--- src/rtl/idex_pipe_stage.sv ---
// ID/EX pipeline register with valid/ready handshake, one-entry skid buffer,
// flush-to-bubble, occupancy and a saturating flush counter.
//
// Handshake: a transfer happens on a rising edge when valid && ready are both
// high (push = validD && readyD, pop = validE && readyE). readyD depends only
// on registered state. A valid entry holds its payload stable until popped.
module idex_pipe_stage #(
    parameter int DATA_WIDTH = 32,
    parameter int PC_WIDTH   = 32,
    parameter int RF_WIDTH   = 5,
    parameter int CTRL_WIDTH = 16,
    parameter int CNT_WIDTH  = 16
) (
    input  logic                  clk,
    input  logic                  rst,
    input  logic                  validD,
    output logic                  readyD,
    input  logic [CTRL_WIDTH-1:0] ctrlD,
    input  logic [DATA_WIDTH-1:0] dout1D,
    input  logic [DATA_WIDTH-1:0] dout2D,
    input  logic [PC_WIDTH-1:0]   pcD,
    input  logic [RF_WIDTH-1:0]   regAddr3D,
    input  logic [DATA_WIDTH-1:0] immExtD,
    input  logic                  flushE,
    input  logic                  readyE,
    output logic                  validE,
    output logic [CTRL_WIDTH-1:0] ctrlE,
    output logic [DATA_WIDTH-1:0] dout1E,
    output logic [DATA_WIDTH-1:0] dout2E,
    output logic [PC_WIDTH-1:0]   pcE,
    output logic [RF_WIDTH-1:0]   regAddr3E,
    output logic [DATA_WIDTH-1:0] immExtE,
    output logic [1:0]            occupancy,
    output logic [CNT_WIDTH-1:0]  flushCount,
    output logic [1:0]            dbgState
);

    localparam int PW = CTRL_WIDTH + 3 * DATA_WIDTH + PC_WIDTH + RF_WIDTH;

    typedef enum logic [1:0] {
        S_EMPTY = 2'd0,
        S_FULL  = 2'd1,
        S_SKID  = 2'd2
    } state_t;

    state_t               r_state;
    state_t               w_next_state;
    logic [PW-1:0]        r_main;
    logic [PW-1:0]        r_skid;
    logic [PW-1:0]        w_in;
    logic [CNT_WIDTH-1:0] r_flush_cnt;
    logic                 w_main_valid;
    logic                 w_skid_valid;
    logic                 w_push;
    logic                 w_pop;

    assign w_in         = {ctrlD, dout1D, dout2D, pcD, regAddr3D, immExtD};
    assign w_main_valid = (r_state != S_EMPTY);
    assign w_skid_valid = (r_state == S_SKID);
    assign w_push       = validD && !w_skid_valid;
    assign w_pop        = w_main_valid && readyE;

    always_ff @(posedge clk) begin
        if (rst) begin
            r_state <= S_EMPTY;
        end else begin
            r_state <= w_next_state;
        end
    end

    always_comb begin
        w_next_state = r_state;
        if (flushE) begin
            w_next_state = S_EMPTY;
        end else begin
            case (r_state)
                S_EMPTY: if (w_push) w_next_state = S_FULL;
                S_FULL: begin
                    if (w_push && !w_pop)      w_next_state = S_SKID;
                    else if (!w_push && w_pop) w_next_state = S_EMPTY;
                end
                S_SKID:  if (w_pop) w_next_state = S_FULL;
                default: w_next_state = S_EMPTY;
            endcase
        end
    end

    always_comb begin
        readyD    = 1'b1;
        validE    = 1'b0;
        occupancy = 2'd0;
        case (r_state)
            S_FULL: begin
                validE    = 1'b1;
                occupancy = 2'd1;
            end
            S_SKID: begin
                readyD    = 1'b0;
                validE    = 1'b1;
                occupancy = 2'd2;
            end
            default: begin
                readyD    = 1'b1;
                validE    = 1'b0;
                occupancy = 2'd0;
            end
        endcase
    end

    // Registers are zeroed whenever they go invalid so a bubble reads as a NOP.
    always_ff @(posedge clk) begin
        if (rst || flushE) begin
            r_main <= '0;
            r_skid <= '0;
        end else begin
            case (r_state)
                S_EMPTY: if (w_push) r_main <= w_in;
                S_FULL: begin
                    if (w_push && w_pop) r_main <= w_in;
                    else if (w_push)     r_skid <= w_in;
                    else if (w_pop)      r_main <= '0;
                end
                S_SKID: begin
                    if (w_pop) begin
                        r_main <= r_skid;
                        r_skid <= '0;
                    end
                end
                default: begin
                    r_main <= '0;
                    r_skid <= '0;
                end
            endcase
        end
    end

    always_ff @(posedge clk) begin
        if (rst) begin
            r_flush_cnt <= '0;
        end else if (flushE && (w_main_valid || w_push) && (r_flush_cnt != '1)) begin
            r_flush_cnt <= r_flush_cnt + CNT_WIDTH'(1);
        end
    end

    assign {ctrlE, dout1E, dout2E, pcE, regAddr3E, immExtE} = r_main;
    assign flushCount = r_flush_cnt;
    assign dbgState   = r_state;

endmodule

--- config.mk ---
export PLATFORM = sky130hd
export DESIGN_NAME = idex_pipe_stage
export DESIGN_NICKNAME = d
export VERILOG_FILES = /design/src/rtl/idex_pipe_stage.sv
export SDC_FILE = /design/constraint.sdc
export NUM_CORES = 1
export LEC_CHECK = 0
export CORE_ASPECT_RATIO = 1.5
export CORE_MARGIN = 5
export CORE_UTILIZATION = 50
export CTS_CLUSTER_DIAMETER = 30
export DETAILED_ROUTE_END_ITERATION = 12
export GPL_TIMING_DRIVEN = 0
export PLACE_DENSITY = 0.89
export SETUP_SLACK_MARGIN = 0.05
export SLEW_MARGIN = 10
export SYNTH_ARGS = -nofsm -noshare
export SYNTH_HDL_FRONTEND = slang
export SYNTH_SLANG_ARGS = --single-unit
--- constraint.sdc ---
create_clock -name clk -period 4.3 [get_ports clk]
set_clock_uncertainty 0.05 [all_clocks]
set_input_delay 0.43 -clock clk [delete_from_list [all_inputs] [get_ports clk]]
set_output_delay 0.43 -clock clk [all_outputs]
set_load 0.01 [all_outputs]
==> run summary, run 1 <==
CLOCKING
-----------------------------------------------------------------------------------------------
Clock input transition at the sequential cells of the worst setup and hold paths        0.05 ns
Post-CTS sizing                                                                               0
Clock tree sinks                                                                            316
Number of H-tree levels                                                                       2
Clock tree from TritonCTS                                                                  done
Hold-fix buffers at CTS                                                                       0
Post CTS Setup Buffer Count                                                                   0
Clock buffer count from CTS                                                                  47
Cell at the root of the clock tree                                                 sky130_fd_sc_hd__clkbuf_16
Clock network latency to the later pin of the worst-skew pair                           0.56 ns
Buffers from clock root to sink, at most                                                      3

WORST SETUP PATH
-----------------------------------------------------------------------------------------------
Startpoint type of the worst setup path                                                    flop
Startpoint of the worst setup timing path                                          dbgState[1]$_SDFFE_PP0P_
Cells along the critical path                                                      inv_1, ha_1, buf_2, inv_1, a22oi_1, buf_2, buf_2, clkbuf_1, nand2_1, a21oi_1
Start-to-end type of the worst setup path                                          flop to flop
Critical Path AT                                                                        3.46 ns
CP Data Required Time                                                                   4.74 ns
Critical path peak fanout                                                                    10
Worst setup EP type                                                                        flop
Slowest Stage Delay on Critical Path                                                    0.45 ns
CP most frequent cell                                                              sky130_fd_sc_hd__buf_2
Cell with the largest stage delay on the worst path                                sky130_fd_sc_hd__clkbuf_1
Worst reg2reg startpoint                                                           dbgState[1]$_SDFFE_PP0P_

PLACEMENT
-----------------------------------------------------------------------------------------------
Total instance count after detailed placement                                              2517
RePlAce Congestion                                                                       0.9380
Placed wire-length estimate after detailed placement                                   37.65 mm
Cell Area, Placed                                                                   0.01800 mm²
Post-placement worst setup slack                                                       1.296 ns
Number of buffer cells added on primary ports                                               324

FINISH
-----------------------------------------------------------------------------------------------
Number of non-filler instances in the completed layout                                     2611
Count of filler cells inserted in the layout                                               2257
Area of all placed cells without fillers                                            0.01958 mm²
Area Overhead vs Synth                                                                   36.76%
# nets final                                                                               2376
Fraction of layout instances using a drive strength above 1                             0.05679
Highest-count cells in the layout ignoring fill and taps                           324 x sky130_fd_sc_hd__clkdlybuf4s50_1, 316 x sky130_fd_sc_hd__dfxtp_1, 310 x sky130_fd_sc_hd__a21oi_1
Final core utilization                                                                   0.6863
Leading cell type in the layout, fill and taps excluded                            sky130_fd_sc_hd__clkdlybuf4s50_1
Multi-input logic area                                                             0.007089 mm²
Seq. cell area                                                                     0.006326 mm²

TIMING
-----------------------------------------------------------------------------------------------
Tcrit/Tclk final                                                                         0.7034
Highest clock frequency the design can meet                                          0.3306 GHz
Final worst setup slack                                                                1.275 ns
Worst hold slack after final layout                                                   0.4021 ns
Setup TNS                                                                                  0 ns
Headroom to the max-slew limit                                                           0.2622
Final count of hold timing violations                                                         0
Minimum period implied by the final worst setup slack                                  3.025 ns
Slew Limit Fails                                                                              0
Final number of setup-violating endpoints                                                     0
RSZ-0062 raised after global routing                                                      false
Slew at the pin with the worst max-slew slack                                          1.107 ns

ROUTE
-----------------------------------------------------------------------------------------------
Final routed wirelength across all metal layers                                        53.11 mm
M1 WL                                                                                  18.72 mm
Post-DR wirelength/cell                                                                20.34 µm
First DRT Iteration DRCs                                                                   1791
Routed vias                                                                               16471
Router iterations before antenna repair                                                       9
Via-per-instance ratio                                                                    6.308
Top metal layer carrying routed signals                                                    met5
Final antenna-violating net count                                                             0
Met3 layer wire length in the routed design                                            4.978 mm
Post-route DRC                                                                                0
Met2 wire length                                                                       26.30 mm

POWER
-----------------------------------------------------------------------------------------------
P per Cell Area                                                                    398.7 mW/mm²
Fraction of power consumed by combinational cells                                         0.129
Int Power                                                                              5.702 mW
Switching power                                                                        2.103 mW
Power, Total                                                                           7.805 mW
Leak Pwr                                                                               6.325 nW
Net switching share of the total power                                                   0.2694
Flop pwr share                                                                            0.388
Clock power share                                                                         0.483
Worst-case vdd ir drop                                                                 316.0 µV

GRT
-----------------------------------------------------------------------------------------------
Number of global-route vias before repair                                                 15974
Total routing usage reported by global routing                                           0.3120
Pin count of the biggest net entering global routing                                         13
Overflow left after global routing                                                            0
Wire length of the first global-routing pass                                           82.59 mm
Number of antenna violations at the first check in global routing                             6

FLOORPLANNING
-----------------------------------------------------------------------------------------------
Initial standard-cell utilization of the core                                            0.5018
Number of top-level pins                                                                    325
Vert. Die Dim                                                                          217.2 µm
Die X-Extent                                                                           148.2 µm
Area of the core                                                                    0.02853 mm²
Die Area                                                                            0.03218 mm²
Number of core rows                                                                          76

SYNTHESIS
-----------------------------------------------------------------------------------------------
Avg Inst Size Synth                                                                   7.771 µm²
Synthesized net count                                                                      2003
Synthesis warning total                                                                       0
Area of the mapped netlist                                                          0.01431 mm²
EDFF count, synth                                                                             0
Sequential element share of the synthesized area                                         0.4419
Post-synthesis async set-or-reset flop share                                                  0
Number of distinct library cells after synthesis                                             45
Flip-flop cell with the highest count after synthesis                              sky130_fd_sc_hd__dfxtp_1
Cell count after synthesis                                                                 1842
Synthesis-stage register bit count                                                          316

MIN PATH
-----------------------------------------------------------------------------------------------
Worst hold-check path type                                                         flop to flop
Worst hold start                                                                   r_main[87]$_SDFFE_PP0P_

OUTCOME
-----------------------------------------------------------------------------------------------
Outcome                                                                               completed

JOB
-----------------------------------------------------------------------------------------------
Number of max-capacitance violations reported                                                 0

==> cell usage after synthesis (2+ instances only) <==
library cell | n | area share
sky130_fd_sc_hd__dfxtp_1 | 316 | 0.44
sky130_fd_sc_hd__a21oi_1 | 310 | 0.11
sky130_fd_sc_hd__nand2_1 | 305 | 0.080
sky130_fd_sc_hd__o21ai_0 | 301 | 0.11
sky130_fd_sc_hd__clkbuf_1 | 164 | 0.043
sky130_fd_sc_hd__nand4_1 | 155 | 0.068
sky130_fd_sc_hd__a211o_1 | 149 | 0.091
sky130_fd_sc_hd__buf_2 | 34 | 0.012
sky130_fd_sc_hd__buf_1 | 18 | 0.0047
sky130_fd_sc_hd__o31ai_1 | 9 | 0.0047
sky130_fd_sc_hd__ha_1 | 7 | 0.0061
sky130_fd_sc_hd__or4_1 | 7 | 0.0037
sky130_fd_sc_hd__inv_1 | 6 | 0.0016
sky130_fd_sc_hd__nand3_1 | 6 | 0.0021
sky130_fd_sc_hd__nand2b_1 | 5 | 0.0022
sky130_fd_sc_hd__nor2_1 | 5 | 0.0013
sky130_fd_sc_hd__nor2b_1 | 4 | 0.0017
sky130_fd_sc_hd__nor3_1 | 4 | 0.0014
sky130_fd_sc_hd__a21o_1 | 3 | 0.0016
sky130_fd_sc_hd__or3_1 | 3 | 0.0013
sky130_fd_sc_hd__a2111o_1 | 2 | 0.0016
sky130_fd_sc_hd__a31oi_1 | 2 | 0.00087
sky130_fd_sc_hd__mux2_2 | 2 | 0.0016
sky130_fd_sc_hd__nor3b_1 | 2 | 0.0010
sky130_fd_sc_hd__nor4_1 | 2 | 0.00087
sky130_fd_sc_hd__o21bai_1 | 2 | 0.0010
==> cell families (layout without fill, tap and decap cells) <==
logic type,after synthesis,count (layout),synth area share
compound gates,784,784,0.3177
simple gates,507,507,0.1691
flops,316,316,0.4419
buf+inv,225,637,0.06284
fa+ha+maj,7,7,0.006118
mux,3,3,0.002272
other cells,0,6,0
==> final timing paths <==
kind                                  end  slack, ns  cells past startpoint
setup / recovery  r_main[51]$_SDFFE_PP0P_       1.28                     10
hold / removal    r_main[87]$_SDFFE_PP0P_       0.40                      2
setup reg to reg  r_main[51]$_SDFFE_PP0P_       1.28                     10
hold reg to reg   r_main[87]$_SDFFE_PP0P_       0.40                      2
==> layer usage <==
layer	vias to the layer above	global-route usage
met5	-	0
met4	4	0.1643
met3	239	0.06936
met2	1018	0.5505
met1	7727	0.3488
li1	7483	-
==> registers in the layout (all words and copies together), names as in the netlist <==
name / cells
flushCount: 16
r_skid: 149
dbgState: 2
r_main: 149
==> cell type report <==
type | count | area share
timing repair buffer | 324 | 0.1657
clock inverter | 29 | 0.01349
buffer | 219 | 0.04480
tap | 351 | 0.02243
multi-input combinational | 1301 | 0.3621
sequential | 316 | 0.3231
antenna | 6 | 0.0007669
inverter | 6 | 0.001150
clock buffer | 59 | 0.06647
==> power by group through the flow <==
stage	clock [mW]	sequential (mW)	combinational, mW
2_1_floorplan	0	3.11	0.467
3_3_place_gp	0	3.09	0.960
3_5_place_dp	0	3.09	0.977
4_1_cts	3.78	3.03	0.987
5_1_grt	3.93	3.03	1.07
6_report	3.77	3.03	1.01
==> critical path, delay by kind of cell, from the launching register on <==
| family | cells | cell delay, ns |
|---|---|---|
| buf+inv | 6 | 1.82 |
| flops | 1 | 0.36 |
| compound gates | 2 | 0.34 |
| fa+ha+maj | 1 | 0.23 |
| simple gates | 1 | 0.14 |
Note: power is estimated with default switching activity, not from simulation.
==> run 2: changes to the inputs <==
Clock period 4.3 ns to 2.9 ns, I/O delays scaled along.
==> run 2 against run 1 <==
Count of clock-buffer cells in the layout unchanged. Sequential share of layout area down 0.084 points. Critical path type unchanged. Register-to-register slack worse by 1.1 ns. Global-route usage about the same. Via count down 0.28%. Critical endpoint is now r_skid[136]$_SDFFE_PP0P_. Utilization up 0.18 points. Routed wire length about the same. Cell area up 0.26%.
==> run summary, run 2 (synthesized netlist as in run 1, its figures left out) <==
FINISH
-----------------------------------------------------------------------------------------------
Final core utilization                                                                   0.6881   was 0.6863
# nets final                                                                               2376   unchanged
Fraction of layout instances using a drive strength above 1                             0.06699   was 0.05679
Highest-count cells in the layout ignoring fill and taps                           324 x sky130_fd_sc_hd__clkdlybuf4s50_1, 316 x sky130_fd_sc_hd__dfxtp_1, 309 x sky130_fd_sc_hd__a21oi_1   was 324 x sky130_fd_sc_hd__clkdlybuf4s50_1, 316 x sky130_fd_sc_hd__dfxtp_1, 310 x sky130_fd_sc_hd__a21oi_1
Number of non-filler instances in the completed layout                                     2611   unchanged
Count of filler cells inserted in the layout                                               2255   was 2257
Area Overhead vs Synth                                                                   37.12%   was 36.76%
Leading cell type in the layout, fill and taps excluded                            sky130_fd_sc_hd__clkdlybuf4s50_1   unchanged

TIMING
-----------------------------------------------------------------------------------------------
Worst hold slack after final layout                                                   0.2881 ns   was 0.4021 ns
Slew at the pin with the worst max-slew slack                                          1.102 ns   was 1.107 ns
Minimum period implied by the final worst setup slack                                  2.686 ns   was 3.025 ns
RSZ-0062 raised after global routing                                                      false   unchanged
Tcrit/Tclk final                                                                         0.9260   was 0.7034
Headroom to the max-slew limit                                                           0.2653   was 0.2622
Slew Limit Fails                                                                              0   unchanged
Final number of setup-violating endpoints                                                     0   unchanged
Highest clock frequency the design can meet                                          0.3724 GHz   was 0.3306 GHz
Final count of hold timing violations                                                         0   unchanged

FLOORPLANNING
-----------------------------------------------------------------------------------------------
Die Area                                                                            0.03218 mm²   unchanged
Number of top-level pins                                                                    325   unchanged
Vert. Die Dim                                                                          217.2 µm   unchanged
Area of the core                                                                    0.02853 mm²   unchanged
Initial standard-cell utilization of the core                                            0.5018   unchanged
Die X-Extent                                                                           148.2 µm   unchanged
Number of core rows                                                                          76   unchanged

ROUTE
-----------------------------------------------------------------------------------------------
Final antenna-violating net count                                                             0   unchanged
First DRT Iteration DRCs                                                                   1717   was 1791
Post-route DRC                                                                                0   unchanged
Via-per-instance ratio                                                                    6.291   was 6.308
Routed vias                                                                               16425   was 16471
Router iterations before antenna repair                                                       8   was 9
Post-DR wirelength/cell                                                                20.35 µm   was 20.34 µm
Final routed wirelength across all metal layers                                        53.14 mm   was 53.11 mm

CLOCKING
-----------------------------------------------------------------------------------------------
Hold-fix buffers at CTS                                                                       0   unchanged
Clock network latency to the later pin of the worst-skew pair                           0.55 ns   was 0.56 ns
Cell at the root of the clock tree                                                 sky130_fd_sc_hd__clkbuf_16   unchanged
Post CTS Setup Buffer Count                                                                   0   unchanged
Clock tree from TritonCTS                                                                  done   unchanged
Clock buffer count from CTS                                                                  47   unchanged
Clock tree sinks                                                                            316   unchanged
Clock input transition at the sequential cells of the worst setup and hold paths        0.06 ns   was 0.05 ns
Buffers from clock root to sink, at most                                                      3   unchanged
Number of H-tree levels                                                                       2   unchanged

WORST SETUP PATH
-----------------------------------------------------------------------------------------------
Endpoint of the lowest-slack register-to-register path                             r_skid[136]$_SDFFE_PP0P_   was r_main[51]$_SDFFE_PP0P_
Start-to-end type of the worst setup path                                          flop to flop   unchanged
Critical path peak fanout                                                                    10   unchanged
Reg-to-reg slack, setup                                                                 0.21 ns   was 1.28 ns
Startpoint type of the worst setup path                                                    flop   unchanged
Worst reg2reg startpoint                                                           dbgState[0]$_SDFFE_PP0P_   was dbgState[1]$_SDFFE_PP0P_
CP Data Required Time                                                                   3.33 ns   was 4.74 ns
Critical Path AT                                                                        3.12 ns   was 3.46 ns
Cell depth of the worst flop-to-flop path                                                     8   was 10
Worst setup EP type                                                                        flop   unchanged

GRT
-----------------------------------------------------------------------------------------------
Number of antenna violations at the first check in global routing                             6   unchanged
Overflow left after global routing                                                            0   unchanged
Pin count of the biggest net entering global routing                                         13   unchanged
Number of global-route vias before repair                                                 15980   was 15974
Total routing usage reported by global routing                                           0.3122   was 0.3120
Wire length of the first global-routing pass                                           82.66 mm   was 82.59 mm

JOB
-----------------------------------------------------------------------------------------------
Number of max-capacitance violations reported                                                 0   unchanged

PLACEMENT
-----------------------------------------------------------------------------------------------
Placed wire-length estimate after detailed placement                                   37.65 mm   unchanged
Total instance count after detailed placement                                              2517   unchanged
RePlAce Congestion                                                                       0.9380   unchanged
Number of buffer cells added on primary ports                                               324   unchanged

MIN PATH
-----------------------------------------------------------------------------------------------
Cell depth of the worst min-delay path                                                        3   was 2
Endpoint of the worst hold path                                                    r_skid[134]$_SDFFE_PP0P_   was r_main[87]$_SDFFE_PP0P_
Worst hold-check path type                                                         input port to flop   was flop to flop
Worst hold start                                                                       ctrlD[1]   was r_main[87]$_SDFFE_PP0P_

POWER
-----------------------------------------------------------------------------------------------
Leak Pwr                                                                               6.390 nW   was 6.325 nW
P per Cell Area                                                                    590.3 mW/mm²   was 398.7 mW/mm²
Worst-case vdd ir drop                                                                 469.5 µV   was 316.0 µV

OUTCOME
-----------------------------------------------------------------------------------------------
Outcome                                                                               completed   unchanged

run 2: cell count changes in the layout (fill, tap and decap cells not counted), moves of 3 or more:
cell | previous run | this run
sky130_fd_sc_hd__buf_1 | 18 | 15
sky130_fd_sc_hd__buf_2 | 34 | 28
sky130_fd_sc_hd__clkbuf_1 | 168 | 151
sky130_fd_sc_hd__clkbuf_2 | 1 | 20
sky130_fd_sc_hd__clkbuf_4 | 0 | 6
run 2: where the power goes:
| group | switching, mW | leakage [nW] | internal (mW) | total (mW) |
|---|---|---|---|---|
| Combinational | 0.880 | 3.08 | 0.624 | 1.50 |
| Sequential | 0.0558 | 2.56 | 4.43 | 4.49 |
| Clock | 2.19 | 0.757 | 3.41 | 5.59 |
run 2: layer usage:
| layer | track usage | routed length (µm) |
|---|---|---|
| met1 | 0.3493 | 18920 |
| met2 | 0.5513 | 26350 |
| met3 | 0.06936 | 4953 |
| met4 | 0.1630 | 2885 |
| met5 | 0 | 30 |
run 2: cell type report:
cell class	instances	area [µm²]	share of cell area
Buffer	219	919.6	0.04685
Timing Repair Buffer	324	3243	0.1652
Clock buffer	59	1301	0.06629
Clock inverter	29	264.0	0.01345
Tap cell	351	439.2	0.02237
Inverter	6	22.52	0.001147
Multi-Input combinational cell	1301	7098	0.3616
Antenna cell	6	15.01	0.0007649
Sequential cell	316	6326	0.3223
run 2: through the flow:
stage,area (µm²),setup WS [ns],setup TNS [ns],power (mW)
floorplan,14320,0.6899,0,5.304
CTS,19570,0.05473,0,11.56
detailed placement,18000,-0.05805,-0.6023,6.029
global route,19620,0.06938,0,11.92
finish,19630,0.2145,0,11.59
global placement,18000,0.04318,0,6.002
run 2: worst max-delay path: stages (launching register included):
cell and delay (ns):
sky130_fd_sc_hd__dfxtp_1 0.44, sky130_fd_sc_hd__inv_1 0.12, sky130_fd_sc_hd__ha_1 0.25, sky130_fd_sc_hd__clkbuf_4 0.24, sky130_fd_sc_hd__a21oi_2 0.28, sky130_fd_sc_hd__buf_2 0.41, sky130_fd_sc_hd__clkbuf_1 0.43, sky130_fd_sc_hd__nand4_1 0.21
sky130_fd_sc_hd__a21oi_1 0.19
run 2: worst max-delay path by stage:
stage / slack, ns / start / end / depth (start not counted)
finish: 0.21 / dbgState[0]$_SDFFE_PP0P_ / r_skid[136]$_SDFFE_PP0P_ / 8
CTS: 0.05 / dbgState[0]$_SDFFE_PP0P_ / r_main[32]$_SDFFE_PP0P_ / 9
detailed placement: -0.06 / dbgState[1]$_SDFFE_PP0P_ / r_main[51]$_SDFFE_PP0P_ / 10
global route: 0.07 / dbgState[1]$_SDFFE_PP0P_ / r_main[32]$_SDFFE_PP0P_ / 10
floorplan: 0.69 / dbgState[0]$_SDFFE_PP0P_ / flushCount[14]$_SDFFE_PP0P_ / 7
global placement: 0.04 / dbgState[1]$_SDFFE_PP0P_ / r_main[115]$_SDFFE_PP0P_ / 10
run 2: what timing repair did:
item                                    in CTS  in global routing
endpoints found under the setup margin      64                246
hold endpoints to repair                     0                  0
gates resized for setup                      7                 36
